--- src/rtl/alu_defs.sv ---
// rtl/alu_defs.sv - shared function and sequencer state encodings
package alu_defs;

  typedef enum logic [1:0] {
    FN_AND = 2'd0,
    FN_OR  = 2'd1,
    FN_XOR = 2'd2,
    FN_NOT = 2'd3
  } fn_e;

  typedef enum logic [1:0] {
    ST_IDLE = 2'd0,
    ST_LO   = 2'd1,
    ST_HI   = 2'd2,
    ST_DONE = 2'd3
  } state_e;

endpackage

--- src/rtl/alu_seq_if.sv ---
// rtl/alu_seq_if.sv - request/response bus between a requester and alu_seq
interface alu_seq_if;
  logic        req_valid;
  logic        req_ready;
  logic [1:0]  req_fn;
  logic        req_wide;
  logic [15:0] req_a;
  logic [15:0] req_b;
  logic        rsp_valid;
  logic        rsp_ready;
  logic [15:0] rsp_result;
  logic        rsp_s;
  logic        rsp_v;
  logic        rsp_n;
  logic        rsp_z;

  modport slave (
    input  req_valid, req_fn, req_wide, req_a, req_b, rsp_ready,
    output req_ready, rsp_valid, rsp_result, rsp_s, rsp_v, rsp_n, rsp_z
  );

  modport master (
    output req_valid, req_fn, req_wide, req_a, req_b, rsp_ready,
    input  req_ready, rsp_valid, rsp_result, rsp_s, rsp_v, rsp_n, rsp_z
  );
endinterface

--- src/rtl/alu_seq.sv ---
// rtl/alu_seq.sv - runs byte/word logic ops through an 8-bit unit, holds result and flags
module alu_seq
  import alu_defs::*;
#(
  parameter bit WIDE_EN = 1'b1
) (
  input  logic       clk,
  input  logic       reset,
  alu_seq_if.slave   bus,
  output logic       flag_s,
  output logic       flag_v,
  output logic       flag_n,
  output logic       flag_z,
  output logic       busy,
  output logic [1:0] alu_fn,
  output logic [7:0] alu_a,
  output logic [7:0] alu_b,
  input  logic [7:0] alu_sum,
  input  logic       alu_s,
  input  logic       alu_v,
  input  logic       alu_n,
  input  logic       alu_z
);

  state_e      state;
  state_e      state_nx;

  logic [1:0]  fn_r;
  logic        wide_r;
  logic [15:0] a_r;
  logic [15:0] b_r;
  logic [7:0]  res_lo;
  logic        z_lo;

  logic [15:0] result_q;
  logic        s_q, v_q, n_q, z_q;

  logic        load;
  logic [15:0] nx_result;
  logic        nx_z;

  always_ff @(posedge clk or posedge reset) begin
    if (reset) begin
      state <= ST_IDLE;
    end else begin
      state <= state_nx;
    end
  end

  always_comb begin
    state_nx = state;
    alu_fn   = 2'b00;
    alu_a    = 8'h00;
    alu_b    = 8'h00;
    case (state)
      ST_IDLE: begin
        if (bus.req_valid) state_nx = ST_LO;
      end
      ST_LO: begin
        alu_fn   = fn_r;
        alu_a    = a_r[7:0];
        alu_b    = b_r[7:0];
        state_nx = wide_r ? ST_HI : ST_DONE;
      end
      ST_HI: begin
        alu_fn   = fn_r;
        alu_a    = a_r[15:8];
        alu_b    = b_r[15:8];
        state_nx = ST_DONE;
      end
      ST_DONE: begin
        if (bus.rsp_ready) state_nx = ST_IDLE;
      end
      default: state_nx = ST_IDLE;
    endcase
  end

  // The final pass (LO for bytes, HI for words) supplies s/v/n; a word is zero only if both halves are.
  always_comb begin
    load      = 1'b0;
    nx_result = 16'h0000;
    nx_z      = alu_z;
    if (state == ST_LO && !wide_r) begin
      load      = 1'b1;
      nx_result = {8'h00, alu_sum};
    end else if (state == ST_HI) begin
      load      = 1'b1;
      nx_result = {alu_sum, res_lo};
      nx_z      = z_lo & alu_z;
    end
  end

  always_ff @(posedge clk or posedge reset) begin
    if (reset) begin
      fn_r     <= 2'b00;
      wide_r   <= 1'b0;
      a_r      <= 16'h0000;
      b_r      <= 16'h0000;
      res_lo   <= 8'h00;
      z_lo     <= 1'b0;
      result_q <= 16'h0000;
      s_q      <= 1'b0;
      v_q      <= 1'b0;
      n_q      <= 1'b0;
      z_q      <= 1'b0;
      flag_s   <= 1'b0;
      flag_v   <= 1'b0;
      flag_n   <= 1'b0;
      flag_z   <= 1'b0;
    end else begin
      if (state == ST_IDLE && bus.req_valid) begin
        fn_r   <= bus.req_fn;
        wide_r <= bus.req_wide & WIDE_EN;
        a_r    <= bus.req_a;
        b_r    <= bus.req_b;
      end
      if (state == ST_LO) begin
        res_lo <= alu_sum;
        z_lo   <= alu_z;
      end
      if (load) begin
        result_q <= nx_result;
        s_q      <= alu_s;
        v_q      <= alu_v;
        n_q      <= alu_n;
        z_q      <= nx_z;
        flag_s   <= alu_s;
        flag_v   <= alu_v;
        flag_n   <= alu_n;
        flag_z   <= nx_z;
      end
    end
  end

  assign bus.req_ready  = (state == ST_IDLE);
  assign bus.rsp_valid  = (state == ST_DONE);
  assign bus.rsp_result = result_q;
  assign bus.rsp_s      = s_q;
  assign bus.rsp_v      = v_q;
  assign bus.rsp_n      = n_q;
  assign bus.rsp_z      = z_q;
  assign busy           = (state != ST_IDLE);

endmodule

--- src/flat_wrapper.sv ---
// flat-port wrapper written by rule: the top's interface ports become plain ports
module alu_seq_flat import alu_defs::*;
#(
  parameter bit WIDE_EN = 1'b1
)
  (clk, reset, flag_s, flag_v, flag_n, flag_z, busy, alu_fn, alu_a, alu_b, alu_sum, alu_s, alu_v, alu_n, alu_z, bus_req_valid, bus_req_fn, bus_req_wide, bus_req_a, bus_req_b, bus_rsp_ready, bus_req_ready, bus_rsp_valid, bus_rsp_result, bus_rsp_s, bus_rsp_v, bus_rsp_n, bus_rsp_z);
  alu_seq_if bus_i ();
  input  logic clk;
  input  logic reset;
  output logic flag_s;
  output logic flag_v;
  output logic flag_n;
  output logic flag_z;
  output logic busy;
  output logic [1:0] alu_fn;
  output logic [7:0] alu_a;
  output logic [7:0] alu_b;
  input  logic [7:0] alu_sum;
  input  logic alu_s;
  input  logic alu_v;
  input  logic alu_n;
  input  logic alu_z;
  input wire logic [$bits(bus_i.req_valid)-1:0] bus_req_valid;
  input wire logic [$bits(bus_i.req_fn)-1:0] bus_req_fn;
  input wire logic [$bits(bus_i.req_wide)-1:0] bus_req_wide;
  input wire logic [$bits(bus_i.req_a)-1:0] bus_req_a;
  input wire logic [$bits(bus_i.req_b)-1:0] bus_req_b;
  input wire logic [$bits(bus_i.rsp_ready)-1:0] bus_rsp_ready;
  output wire logic [$bits(bus_i.req_ready)-1:0] bus_req_ready;
  output wire logic [$bits(bus_i.rsp_valid)-1:0] bus_rsp_valid;
  output wire logic [$bits(bus_i.rsp_result)-1:0] bus_rsp_result;
  output wire logic [$bits(bus_i.rsp_s)-1:0] bus_rsp_s;
  output wire logic [$bits(bus_i.rsp_v)-1:0] bus_rsp_v;
  output wire logic [$bits(bus_i.rsp_n)-1:0] bus_rsp_n;
  output wire logic [$bits(bus_i.rsp_z)-1:0] bus_rsp_z;
  assign bus_i.req_valid = bus_req_valid;
  assign bus_i.req_fn = bus_req_fn;
  assign bus_i.req_wide = bus_req_wide;
  assign bus_i.req_a = bus_req_a;
  assign bus_i.req_b = bus_req_b;
  assign bus_i.rsp_ready = bus_rsp_ready;
  assign bus_req_ready = bus_i.req_ready;
  assign bus_rsp_valid = bus_i.rsp_valid;
  assign bus_rsp_result = bus_i.rsp_result;
  assign bus_rsp_s = bus_i.rsp_s;
  assign bus_rsp_v = bus_i.rsp_v;
  assign bus_rsp_n = bus_i.rsp_n;
  assign bus_rsp_z = bus_i.rsp_z;
  alu_seq #(.WIDE_EN(WIDE_EN)) u_core (.clk(clk), .reset(reset), .bus(bus_i), .flag_s(flag_s), .flag_v(flag_v), .flag_n(flag_n), .flag_z(flag_z), .busy(busy), .alu_fn(alu_fn), .alu_a(alu_a), .alu_b(alu_b), .alu_sum(alu_sum), .alu_s(alu_s), .alu_v(alu_v), .alu_n(alu_n), .alu_z(alu_z));
endmodule
--- config.mk ---
export PLATFORM = sky130hd
export DESIGN_NAME = alu_seq_flat
export DESIGN_NICKNAME = d
export VERILOG_FILES = /design/src/rtl/alu_defs.sv /design/src/rtl/alu_seq_if.sv /design/src/rtl/alu_seq.sv /design/src/flat_wrapper.sv
export SDC_FILE = /design/constraint.sdc
export NUM_CORES = 1
export LEC_CHECK = 0
export CORE_ASPECT_RATIO = 1.4
export CORE_MARGIN = 3
export CORE_UTILIZATION = 35
export DETAILED_ROUTE_END_ITERATION = 16
export GPL_TIMING_DRIVEN = 0
export PLACE_DENSITY = 0.74
export SLEW_MARGIN = 20
export SYNTH_ARGS = -nofsm -noshare
export SYNTH_HDL_FRONTEND = slang
export SYNTH_SLANG_ARGS = --single-unit
--- constraint.sdc ---
create_clock -name clk -period 2.61 [get_ports clk]
set_input_delay 0.522 -clock clk [delete_from_list [all_inputs] [get_ports clk]]
set_output_delay 0.522 -clock clk [all_outputs]
set_load 0.005 [all_outputs]
After elaboration in Yosys (flattened, before gate mapping)
Index checks and enable logic that the tools add are counted.
{"block": "totals", "input_bits": 51, "elab_cells": 38, "register_bits": 66}
{"block": "classes", "eq_ne": 5, "n_mux": 13, "n_reduce_logical": 7, "bitwise_logic": 1}
{"operator": "$mux 16", "n": 2}
{"operator": "$pmux 8 s2", "n": 2}
{"operator": "$pmux 2 s4", "n": 1}
{"operator": "$mux 2", "n": 3}
{"operator": "$mux 1", "n": 5}
{"operator": "$eq 2x2->1 const B", "n": 2}
{"operator": "$ne 2x2->1 const B", "n": 2}
{"operator": "$eq 2x1->1 const B", "n": 1}
{"operator": "$logic_and 1x1->1", "n": 2}
{"operator": "$logic_not 2->1", "n": 1}
{"operator": "$reduce_and 2->1", "n": 1}
{"operator": "$reduce_bool 2->1", "n": 1}
{"operator": "$reduce_or 2->1", "n": 1}
{"operator": "$and 1x1->1", "n": 1}
{"operator": "$logic_not 1->1", "n": 1}

Longest topological paths before layout
Gate-level depths: netlist of the first run.
{"block": "logic_depth", "word_depth": 3, "ltp_mapped": 8}

Worst setup path before layout of the first run
OpenSTA, ideal clock, no wires.
{"block": "synth_path", "path_kind": "register to output", "start": "register u_core.state[0]", "end": "output alu_a[0]", "t_required_ps": 2088, "t_arrival_ps": 1182, "path_slack_ps": 906, "stages_incl_launch_ff": 5, "n_path_buf": 1, "cell_sequence": "dfrtp_1 inv_1 ha_1 clkbuf_1 nor2b_1"}
{"block": "synth_via", "elab_chain_len": 2, "word_cells_on_any_way": 3, "cone_classes": "2 x eq/ne; 1 x mux"}
{"element": "start: declaration", "line_no": "alu_seq.sv:25", "source": "state_e state;"}
{"element": "start signal: assignment", "line_no": "alu_seq.sv:46", "source": "state <= state_nx;"}
{"element": "$eq 2x2->1 or $eq 2x1->1 (tied branches)", "line_no": "alu_seq.sv:55", "source": "case (state)"}
{"element": "$pmux 8 s2 (*)", "line_no": "alu_seq.sv:55"}
{"element": "end: declaration", "line_no": "flat_wrapper.sv:16", "source": "output logic [7:0] alu_a;"}
Mark *: on every way between the ends. The rest lies on a longest branch, timed or not.

Worst setup path after layout of the first run
{"block": "layout_path", "start": "register u_core.state[1]", "end": "output alu_a[6]"}
The elaborated chain is that of the path after synthesis.

==> run summary, run 1 <==
Placed cells -> 436
I/O Pins -> 96
Synth top area share -> 55.0%
Router iterations before antenna repair -> 4
Max Slew Vio Count -> 0
Largest net degree at the start of global routing -> 37
HP Class -> flop to flop
Clk pin slew, worst setup/hold paths -> 0.05 ns
DIE AREA -> 0.00974 mm²
Layout cells sized above 1 -> 27.5%
Nets -> 404
# DRC -> 0
Clk Latency, worst-skew pair -> 0.33 ns
Syn Inst Count -> 238
CTS buffer count -> 9
Post-route antenna net violation count -> 0
Initial core utilization -> 36.4%
Vias post-DR -> 2,220
Synth area leaders -> dfrtp_1 (55%), mux2_2 (16%), nor2b_1 (5.2%)
Final setup violation count -> 0
Row cnt -> 39
Area delta synth->final -> 50.3%
Most numerous cell in the Yosys netlist -> dfrtp_1
HPWL Detailed -> 4990 µm
Synthesized area per cell -> 12.6 µm²
Relative slew slack -> 73.5%
Worst EP required -> 2.09 ns
Initial antenna violation count -> 0
Root Buffer -> clkbuf_16
Unique masters post-synth -> 25
Pleak -> 1.96 nW
Placeable Area -> 0.00825 mm²
Clk sinks -> 66
Final clock skew -> 0.00585 ns
Vias per cell -> 4.88
Diode count -> 0
Tcrit/Tclk final -> 96.1%
1st-iter DRT viols -> 76
Synth cell count leaders -> dfrtp_1 (66), mux2_2 (44), nor2b_1 (25)
First-pass GRT wire length -> 11,700 µm
Number of global-route vias before repair -> 2,387
Crit-path max FO -> 10
Worst Tran Pin Value -> 0.398 ns
Fin crit period -> 2.51 ns
CTS Hold Buffers Added -> 0
Synth warnings -> 0
Final Wtd Congestion -> 0.695
IO buf count -> 95
Count of final hold-check violations -> 0
Flops & latches, synth -> 66
Fmax -> 0.399 GHz
Sequential area share after synthesis -> 55.0%
Tot GR Track Use -> 15.6%
Worst setup EP type -> primary output
Area leader, netlist -> dfrtp_1
WL final -> 6950 µm
Simple-gate area share of the yosys netlist -> 9.25%
H-tree depth -> 3
Compound-Gate Fraction of Synth Area -> 8.12%
Non-Filler Instances -> 455
Peak VDD IR -> 0.594 mV
Crit Path Category -> flop to primary output
Status -> complete, no violations
FFs w/ async S/R, synth -> 100%
Mux share of post-synthesis cell area -> 20.7%
CP Data Arrival Time -> 1.99 ns
Pwr per Cell Area -> 1300 mW/mm²
Die height -> 116 µm
Clock Tree Buf Depth -> 2
Adder-Cell Fraction of Synth Area -> 2.08%
Critical Path Start Type -> flop
Synth Net Count -> 294
Max_cap viols -> 0
Largest family of logic cells by synthesized area -> multiplexers
Dominant synthesized flop cell -> dfrtp_1
Synthesized-area fraction occupied by xor and xnor cells -> 0%
Die X -> 84.3 µm
DR WL/cell -> 15.3 µm
Finished Core Util -> 54.7%
Number of synthesized flops with an enable pin -> 0
CTS tree -> yes
Synthesized cell area -> 0.00300 mm²
Grt ovf -> 0
[per-layer routing]
| metal | global-route usage (%) | part of all wire (%) | up-vias |
|---|---|---|---|
| met4 | 7.08 | 1.9 | 0 |
| li1 | - | - | 1039 |
| met2 | 26.7 | 52 | 69 |
| met1 | 18.5 | 41 | 1103 |
| met5 | 0 | 0 | - |
| met3 | 4.05 | 5.5 | 9 |
[final timing paths]
| path | from | to | slack (ns) | depth (start not counted) |
|---|---|---|---|---|
| max in group asynchronous | reset | u_core.state[1] | 1.53 | 3 |
| hold / removal | u_core.b_r[11] | u_core.b_r[11] | 0.50 | 1 |
| min in group asynchronous | reset | u_core.a_r[2] | 0.54 | 2 |
| hold reg to reg | u_core.b_r[11] | u_core.b_r[11] | 0.50 | 1 |
| setup reg to reg | u_core.state[0] | u_core.b_r[2] | 0.91 | 5 |
| setup / recovery | u_core.state[1] | alu_a[6] | 0.10 | 7 |
[area by class of cell]
cell class                 instances  area (µm²)
timing repair buffer             100        1010
sequential                        66        1650
clock buffer                      11         253
buffer                            18         156
fill                             721        3730
multi-input combinational        147        1230
inverter                           6        25.0
clock inverter                     5        52.6
tap                              102         128
[per-stage QoR]
step	hold WS (ns)	power [mW]	TNS [ns]	setup slack [ns]	instance area, µm²
global placement	0.483	4.46	-43.83	-0.666	4080
floorplan	0.471	3.35	0	0.433	3000
global route	0.512	6.31	-0.00278	-0.00278	4510
detailed placement	0.494	4.52	0	0.0176	4100
CTS	0.506	5.92	0	0.0209	4470
finish	0.503	5.87	0	0.101	4510
[cells by family after synthesis]
family / after synthesis
flip-flops: 66
AO/OA/AOI/OAI: 37
multiplexers: 55
adder cells (fa/ha/maj): 5
buffers and inverters: 25
AND/OR/NAND/NOR: 50
[cells in the final DEF, fill, tap and decap left out, drive strengths merged]
cell | synthesis | final
nand2 | 3 | 3
nor2b | 26 | 26
nand2b | 1 | 1
bufinv | 0 | 1
clkinv | 0 | 3
a221o | 1 | 1
dlymetal6s2s | 0 | 4
a2bb2oi | 1 | 1
dfrtp | 66 | 66
a22oi | 16 | 16
inv | 6 | 6
a31oi | 8 | 8
buf | 16 | 21
mux2i | 8 | 8
a21oi | 10 | 10
clkdlybuf4s50 | 0 | 91
nor2 | 18 | 18
ha | 5 | 5
mux2 | 47 | 47
o21ai | 1 | 1
clkinvlp | 0 | 1
and2 | 2 | 2
clkbuf | 3 | 13
[state kept, by name, indices dropped and copies added, names as in the netlist]
register	count
u_core.a_r	16
u_core.b_r	16
u_core.bus.rsp_result	16
u_core.flag_n	1
u_core.flag_s	1
u_core.flag_v	1
u_core.flag_z	1
u_core.fn_r	2
u_core.res_lo	8
u_core.state	2
u_core.wide_r	1
u_core.z_lo	1
[power by group]
group / total (mW) / switching, mW / leakage (nW) / internal, mW
Sequential: 1.81 / 0.264 / 0.789 / 1.55
Combinational: 2.84 / 1.08 / 1.02 / 1.76
Clock: 1.22 / 0.432 / 0.151 / 0.785
Total: 5.87 / 1.77 / 1.96 / 4.10
[critical path, cell delays in order (launching register included)]
cell and delay, ns:
dfrtp_2 0.41, inv_2 0.08, ha_1 0.15, buf_6 0.13
buf_8 0.14, a22oi_1 0.09, nor2b_1 0.14, clkdlybuf4s50_1 0.51
[what timing repair did]
action / in CTS / in global routing
resized for setup: 16 / 8
buffers inserted: 1 / 3
setup endpoints to repair: 18 / 16
pin swaps: 1 / 2
Power figures use the tool's default switching activity.
==> inputs of run 2 (changes only) <==
--- a/config.mk
+++ b/config.mk
@@ -5,12 +5,14 @@
 export SDC_FILE = /design/constraint.sdc
 export NUM_CORES = 1
 export LEC_CHECK = 0
+export CELL_PAD_IN_SITES_DETAIL_PLACEMENT = 1
+export CELL_PAD_IN_SITES_GLOBAL_PLACEMENT = 2
 export CORE_ASPECT_RATIO = 1.4
 export CORE_MARGIN = 3
-export CORE_UTILIZATION = 35
+export CORE_UTILIZATION = 29
 export DETAILED_ROUTE_END_ITERATION = 16
 export GPL_TIMING_DRIVEN = 0
-export PLACE_DENSITY = 0.74
+export PLACE_DENSITY = 0.89
 export SLEW_MARGIN = 20
 export SYNTH_ARGS = -nofsm -noshare
 export SYNTH_HDL_FRONTEND = slang
==> run 2 against run 1 <==
Net effect: clock skew up 0.0019 ns; cell area up 1.0%; first-iteration DRC count down 20%; sequential power about the same; sequential cell count unchanged; critical endpoint is now alu_a[4].
==> run summary, run 2 (synthesis results as in run 1) <==
Filler cell count -> 1,091 (+51%)
1st-iter DRT viols -> 61 (-20%)
Tot GR Track Use -> 14.6% (-0.97 points)
Most common cell after layout, fill and taps aside -> clkdlybuf4s50_1
DP Worst Slack -> -0.0612 ns (-0.0787 ns)
Max Slew Vio Count -> 0 (unchanged)
IO buf count -> 95 (unchanged)
DIE AREA -> 0.0116 mm² (+19%)
Critical Path Start Type -> flop
Pwr per Cell Area -> 1310 mW/mm² (+0.37%)
RSZ-0062 raised after global routing -> yes
Final Wtd Congestion -> 0.674 (-3.0%)
Router iterations before antenna repair -> 4 (unchanged)
Status -> complete, no violations
CTS buffer count -> 9 (unchanged)
Count of final hold-check violations -> 0 (unchanged)
Crit-path max FO -> 10 (unchanged)
Grt ovf -> 0 (unchanged)
Fmax -> 0.394 GHz (-1.2%)
Diode count -> 0 (unchanged)
Multi-input logic area -> 0.00123 mm² (-0.20%)
CTS Hold Buffers Added -> 0 (unchanged)
Initial core utilization -> 30.0% (-6.4 points)
Relative slew slack -> 75.5% (+2.0 points)
Worst EP required -> 2.09 ns (about the same)
Worst setup EP type -> primary output
Fin crit period -> 2.54 ns (+0.0296 ns)
I/O Pins -> 96 (unchanged)
Clock Tree Buf Depth -> 2 (unchanged)
Nets -> 405 (+0.25%)
Placeable Area -> 0.0100 mm² (+21%)
Initial antenna violation count -> 0 (unchanged)
Worst Tran Pin Value -> 0.367 ns (-0.0306 ns)
Final clock skew -> 0.00776 ns (+0.00191 ns)
Pleak -> 1.95 nW (-0.39%)
HPWL Detailed -> 5810 µm (+16%)
H-tree depth -> 3 (unchanged)
HP Class -> flop to flop
Root Buffer -> clkbuf_16
First-pass GRT wire length -> 13,100 µm (+12%)
Max_cap viols -> 0 (unchanged)
Vias per cell -> 4.64 (-4.9%)
Final setup violation count -> 0 (unchanged)
Tcrit/Tclk final -> 97.3% (+1.1 points)
Post-route setup slack -> 0.0711 ns (-0.0296 ns)
Post-route antenna net violation count -> 0 (unchanged)
Largest net degree at the start of global routing -> 41 (+11%)
WL final -> 8140 µm (+17%)
FF/Latch Area -> 0.00165 mm² (unchanged)
Clk sinks -> 66 (unchanged)
CP Data Arrival Time -> 2.02 ns (+0.03 ns)
Clk pin slew, worst setup/hold paths -> 0.05 ns (about the same)
Die X -> 92 µm (+9.2%)
Vias post-DR -> 2,268 (+2.2%)
Clk Latency, worst-skew pair -> 0.33 ns (about the same)
Area delta synth->final -> 51.8%
Total power -> 5.95 mW (+1.4%)
Finished Core Util -> 45.5% (-9.2 points)
Peak VDD IR -> 0.525 mV (-12%)
Layout cells sized above 1 -> 27.4% (-0.078 points)
# DRC -> 0 (unchanged)
DR WL/cell -> 16.6 µm (+8.9%)
Row cnt -> 43 (+10%)
Final Cell Area -> 0.00456 mm² (+1.0%)
Highest-count cells in the layout ignoring fill and taps -> clkdlybuf4s50_1 (91), dfrtp_1 (65), mux2_2 (44)
Area after DPL -> 0.00415 mm² (+1.0%)
Number of global-route vias before repair -> 2,550 (+6.8%)
CTS tree -> yes
Die height -> 126 µm (+9.3%)
Crit Path Category -> flop to primary output
[run 2: cell types whose count changed in the layout (fill, tap and decap cells not counted)]
cell / delta
buf_4: +2
clkinv_2: -2
clkinvlp_4: +2
clkbuf_8: -2
clkinv_4: +1
buf_6: -2
nor2b_2: -1
clkbuf_4: +1
nor2b_1: +1
buf_12: +1
[run 2: final timing paths]
| kind | cells after the start | slack, ns | endpoint | from |
|---|---|---|---|---|
| max in group asynchronous | 3 | 1.52 | u_core.state[1] | reset |
| setup reg to reg | 7 | 0.81 | u_core.flag_s | u_core.state[0] |
| min in group asynchronous | 2 | 0.53 | u_core.bus.rsp_result[14] | reset |
| hold / removal | 1 | 0.50 | u_core.a_r[13] | u_core.a_r[13] |
| setup / recovery | 6 | 0.07 | alu_a[4] | u_core.state[0] |
| hold reg to reg | 1 | 0.50 | u_core.a_r[13] | u_core.a_r[13] |
[run 2: power by group]
part           switching (mW)  internal, mW
clock network           0.457         0.764
logic                    1.15          1.75
registers               0.279          1.55
total                    1.89          4.06
[run 2: final cells by class]
class                   count  share of cell area, %
inverters                   6                  0.549
repair buffers            101                   22.6
well taps                 135                   3.71
clock buffers              10                   5.24
clock inverters             6                   1.45
flip-flops and latches     66                   36.3
plain buffers              18                   3.13
multi-input cells         147                   27.0
[run 2: critical path: stages (launching register included)]
cell and delay (ns):
dfrtp_1 0.42, inv_2 0.13, ha_4 0.19, buf_4 0.20, a22oi_1 0.09, nor2b_1 0.13, clkdlybuf4s50_1 0.53
[run 2: metrics by stage]
stage | TNS (ns) | cells | hold slack [ns]
CTS | 0 | 486 | 0.507
finish | 0 | 489 | 0.504
floorplan | 0 | 238 | 0.471
detailed placement | -0.249 | 469 | 0.494
global placement | -51.87 | 468 | 0.480
global route | -0.194 | 489 | 0.523
[run 2: repair_timing]
| action | CTS | global route |
|---|---|---|
| endpoints found under the setup margin | 18 | 16 |
| gates cloned | 0 | 0 |
| setup buffers | 2 | 3 |
| resized for setup | 14 | 6 |
| pin swaps | 1 | 0 |
[run 2: metal layers]
metal / up-vias / share of wire [%] / track usage [%]
met1: 1149 / 40 / 16.5
met4: 0 / 2.0 / 6.30
met5: - / 0 / 0
met3: 10 / 4.6 / 3.02
met2: 66 / 53 / 26.5
li1: 1043 / - / -
==> edit 1: new RTL, flow settings as in run 2 <==
`WIDE_EN` is set to 1'b1 in 2 places; all go to 1'b0.
--- a/src/rtl/alu_seq.sv
+++ b/src/rtl/alu_seq.sv
@@ -2,7 +2,7 @@
 module alu_seq
   import alu_defs::*;
 #(
-  parameter bit WIDE_EN = 1'b1
+  parameter bit WIDE_EN = 1'b0
 ) (
   input  logic       clk,
   input  logic       reset,
--- a/src/flat_wrapper.sv
+++ b/src/flat_wrapper.sv
@@ -1,7 +1,7 @@
 // flat-port wrapper written by rule: the top's interface ports become plain ports
 module alu_seq_flat import alu_defs::*;
 #(
-  parameter bit WIDE_EN = 1'b1
+  parameter bit WIDE_EN = 1'b0
 )
   (clk, reset, flag_s, flag_v, flag_n, flag_z, busy, alu_fn, alu_a, alu_b, alu_sum, alu_s, alu_v, alu_n, alu_z, bus_req_valid, bus_req_fn, bus_req_wide, bus_req_a, bus_req_b, bus_rsp_ready, bus_req_ready, bus_rsp_valid, bus_rsp_result, bus_rsp_s, bus_rsp_v, bus_rsp_n, bus_rsp_z);
   alu_seq_if bus_i ();
Function: changed (Yosys sat finds a counterexample within 4 cycles, from zero or initial values and one cycle with reset high).
==> edit 1 against run 2 <==
Wire length down 6.2%; sequential share of layout area down 0.072 points; first-iteration DRC count down 23%; critical endpoint is now alu_a[0]; total power down 1.9%; final area down 1.3%; sequential cell count down 1; synthesized area down 3.5%; worst setup slack worse by 0.0052 ns; highest routed layer unchanged.
==> edit 1: results (changes against run 2) <==
drt pass-1 iters = 4 (unchanged)
CTS Buffer Depth = 2 (unchanged)
first-pass GRT wire length = 12.9 mm (-1.9%)
Routed WL = 7.63 mm (-6.2%)
DRT iter0 DRCs = 47 (-23%)
HPWL after DPL = 5.62 mm (-3.3%)
adder-cell share of the synthesized area = 2.16% (+0.076 points)
Cells after DPL = 476 (+1.5%)
largest cells by area after synthesis = dfrtp_1 56%, mux2_2 15%, a22oi_1 4.1%, nor2b_1 3.5%, inv_1 3.0%
Post-Route Skew = 0.00305 ns (-0.00471 ns)
Final nets = 417 (+3.0%)
Rel. slew slack = 79.4% (+3.9 points)
Cell Area, Placed = 4030 um^2 (-2.7%)
slowest cell delay on critical path = 0.40 ns (-0.13 ns)
Leak Pwr = 2.03 nW (+4.2%)
Arr. time, crit path = 2.02 ns (about the same)
post-synthesis sequential area ratio = 56.2% (+1.2 points)
Worst VDD drop = 0.000614 V (+17%)
ys async rst share = 100% (unchanged)
Worst Hold Class = reg2reg
pin count of the biggest net entering global routing = 47 (+15%)
Antenna diodes = 0 (unchanged)
post-synthesis mux area share = 15.5% (-5.2 points)
H-tree levels = 3 (unchanged)
slowest cell on the critical path = dfrtp_1
clk_lat worst skew = 0.33 ns (about the same)
Worst-path clk slew = 0.05 ns (about the same)
gr usage total = 14.5% (-0.19 points)
Post-DRT Antenna Nets = 0 (unchanged)
vias in the first global route = 2,559 (+0.35%)
Synth Net Count = 305 (+3.7%)
yosys warns = 0 (unchanged)
share of cells above drive strength 1 = 25.7% (-1.7 points)
Crit Path Max Fanout = 10 (unchanged)
total number of vias = 2,246 (-0.97%)
initial antenna violation count = 0 (unchanged)
Synth Area in XOR/XNOR = 0% (unchanged)
Unique masters post-synth = 23 (-8.0%)
Gate Count Post-Synth = 249 (+4.6%)
Primary FF master, synth = dfrtp_1
GPL Wtd Cong = 0.713 (+5.7%)
top post-synthesis cells by count = 65 x dfrtp_1, 39 x mux2_2, 23 x inv_1
post-synthesis compound-gate area fraction = 9.55% (+1.4 points)
status = finished, final reports clean
CTS Buf Count = 9 (unchanged)
root buffer cell = clkbuf_16
# Max-Cap Violations = 0 (unchanged)
fin cells = 498 (+1.8%)
input/output buffers = 94 (-1.1%)
[edit 1: path summary, 6_finish.rpt]
path / depth (start not counted) / slack [ns] / end / from
setup / recovery: 8 / 0.07 / alu_a[0] / u_core.state[0]
hold / removal: 1 / 0.50 / u_core.a_r[10] / u_core.a_r[10]
setup reg to reg: 7 / 0.92 / u_core.flag_z / u_core.state[0]
hold reg to reg: 1 / 0.50 / u_core.a_r[10] / u_core.a_r[10]
max in group asynchronous: 3 / 1.58 / u_core.b_r[4] / reset
min in group asynchronous: 2 / 0.51 / u_core.flag_z / reset
[edit 1: metal layers]
layer / wire length (um) / track usage (%) / up-vias
met4: 131 / 5.68 / 0
met1: 2970 / 15.4 / 1112
met2: 4050 / 26.3 / 63
met5: 0 / 0 / -
met3: 474 / 4.35 / 13
li1: - / - / 1058
[edit 1: logic make-up after synthesis]
family,Yosys count
adders and majority gates,5
AOI/OAI and AO/OA,43
buffers and inverters,44
and+or+nand+nor,52
muxes,40
DFF,65
[edit 1: worst max-delay path: cells and delay by family (launching register included)]
family                     cells  cell delay [ns]
and+or+nand+nor                1             0.07
AOI/OAI and AO/OA              1             0.20
buffers and inverters          5             0.83
DFF                            1             0.40
adders and majority gates      1             0.19
[edit 1: layout make-up]
type / instances / area (um^2)
Fill cell: 1047 / 5120
Sequential cell: 65 / 1630
Multi-Input combinational cell: 140 / 1080
Timing Repair Buffer: 101 / 1020
Clock buffer: 13 / 250
Buffer: 21 / 218
Tap cell: 132 / 165
Inverter: 23 / 88.8
Clock inverter: 3 / 40.0
[edit 1: stage by stage]
| stage | power [mW] | setup WS [ns] | hold slack (ns) | utilization [%] |
|---|---|---|---|---|
| finish | 5.84 | 0.0660 | 0.504 | 46.8 |
| detailed placement | 4.42 | -0.172 | 0.494 | 41.9 |
| global route | 6.28 | -0.000626 | 0.520 | 46.8 |
| floorplan | 3.17 | 0.462 | 0.471 | - |
| global placement | 4.32 | -0.761 | 0.483 | 41.6 |
| CTS | 5.92 | -0.00689 | 0.506 | 46.2 |
[edit 1: timing repair]
action,in CTS,in global routing
hold buffers,0,0
pin swaps,0,1
buffers inserted,5,1
setup endpoints to repair,18,11
resized for setup,35,15
[edit 1: report_power, final]
group	internal [mW]	leakage, nW	switching (mW)
clock	0.762	0.144	0.416
sequential	1.52	0.789	0.276
combinational	1.69	1.10	1.17
==> edit 2: new RTL, settings of run 2 <==
Without the edit above. Encoding of `state_e`: now Gray code (2 bits for 4 states).
--- a/src/rtl/alu_defs.sv
+++ b/src/rtl/alu_defs.sv
@@ -9,10 +9,10 @@
   } fn_e;
 
   typedef enum logic [1:0] {
-    ST_IDLE = 2'd0,
-    ST_LO   = 2'd1,
-    ST_HI   = 2'd2,
-    ST_DONE = 2'd3
+    ST_IDLE = 2'b00,
+    ST_LO   = 2'b01,
+    ST_HI   = 2'b11,
+    ST_DONE = 2'b10
   } state_e;
 
 endpackage
Formal check against the unedited RTL: no difference found for any inputs over 10 cycles, from zero or initial values and one cycle with reset high; not proved beyond that.
==> edit 2 against run 2 <==
Worst setup slack improved by 0.11 ns; final area decreased by 1.6%; total power decreased by 5.5%; die area increased by 1.6%; clock power decreased by 6%; synthesized area increased by 1.7%; critical path depth decreased by 2; sequential cell count unchanged; wire length increased by 0.87%; critical endpoint is now alu_fn[0].
==> edit 2: results (changes against run 2) <==
Arr. time, crit path = 1.91 ns (-0.11 ns)
Final nets = 376 (-7.2%)
top post-synthesis cells by count = 66 x dfrtp_1, 30 x mux2_4, 17 x mux2_2, 17 x mux2i_1, 16 x nor2b_1
num sequential = 66 (unchanged)
Comb power frac = 47.3% (-1.4 points)
Non-clock buffer share = 25.6% (-0.20 points)
share of cells above drive strength 1 = 25.8% (-1.6 points)
Synth Net Count = 269 (-8.5%)
Rel. slew slack = 68.5% (-7.0 points)
Synth top area share = 54.1% (-0.90 points)
first-pass GRT wire length = 13.5 mm (+2.6%)
Unique masters post-synth = 26 (+4.0%)
Cells after DPL = 449 (-4.3%)
clk_buf instances = 11 (+1)
Int Pwr = 3.89 mW (-4.4%)
slack of the worst reg-to-reg path = 0.89 ns (+0.08 ns)
routed len/inst = 17.6 um (+6.1%)
status = finished, final reports clean
Post-Route Skew = 0.00719 ns (-0.000566 ns)
Worst Setup EP = alu_fn[0]
Buffers, non-clock = 117 (-1.7%)
Min-Delay Endpoint = u_core.fn_r[0]
post-synthesis compound-gate area fraction = 6.64% (-1.5 points)
HPWL after DPL = 5.99 mm (+3.1%)
inverters = 3 (-3)
reg2reg path depth = 6 (-1)
Worst VDD drop = 0.000475 V (-9.5%)
hold_sp = u_core.fn_r[0]
adder-cell share of the synthesized area = 0% (-2.1 points)
Fillers = 1,100 (+0.82%)
post-synthesis sequential area ratio = 54.1% (-0.90 points)
GPL Wtd Cong = 0.698 (+3.5%)
P_clk = 1.15 mW (-6%)
fin cells = 465 (-4.9%)
Post-CTS Resized = 0 (-14)
Sequential Area = 1650 um^2 (about the same)
postcts setup bufs = 0 (-2)
fraction of area in multi-input gates = 27.1% (+0.047 points)
Leak Pwr = 1.91 nW (-2.0%)
Via density = 4.58 (-1.1%)
Syn Area/Cell = 14.0 um^2 (+11%)
slowest cell delay on critical path = 0.50 ns (-0.03 ns)
RR Startpoint = u_core.state[1]
ClkCell Share = 6.47% (-0.23 points)
worst hold slack = 0.501 ns (-0.00343 ns)
DRT iter0 DRCs = 58 (-4.9%)
-- edit 2: cell count changes in the layout (fill, tap and decap cells not counted), sizes merged, moves of 5 or more --
cell / change
a22oi: -16
nor2: -10
nor2b: -10
mux2i: +9
a22o: +8
a31oi: -8
o32ai: +6
ha: -5
-- edit 2: stage by stage --
step                setup WS, ns  util (%)  cell area, um^2  setup TNS (ns)  power [mW]
floorplan                  0.433         -             3050               0        3.39
global route            0.000802      44.3             4490               0        6.01
finish                     0.178      44.3             4490               0        5.62
global placement          -0.757      41.3             4170          -49.58        4.43
detailed placement         0.482      41.5             4200               0        4.53
CTS                        0.118      44.3             4490               0        5.74
-- edit 2: routing by layer --
layer	track usage (%)	part of all wire (%)	vias to the layer above	wire length, um
met5	0	0	-	0
met4	3.62	1.0	0	83
met3	4.53	4.2	11	342
met2	27.5	56	52	4560
met1	16.6	39	1097	3220
li1	-	-	972	-
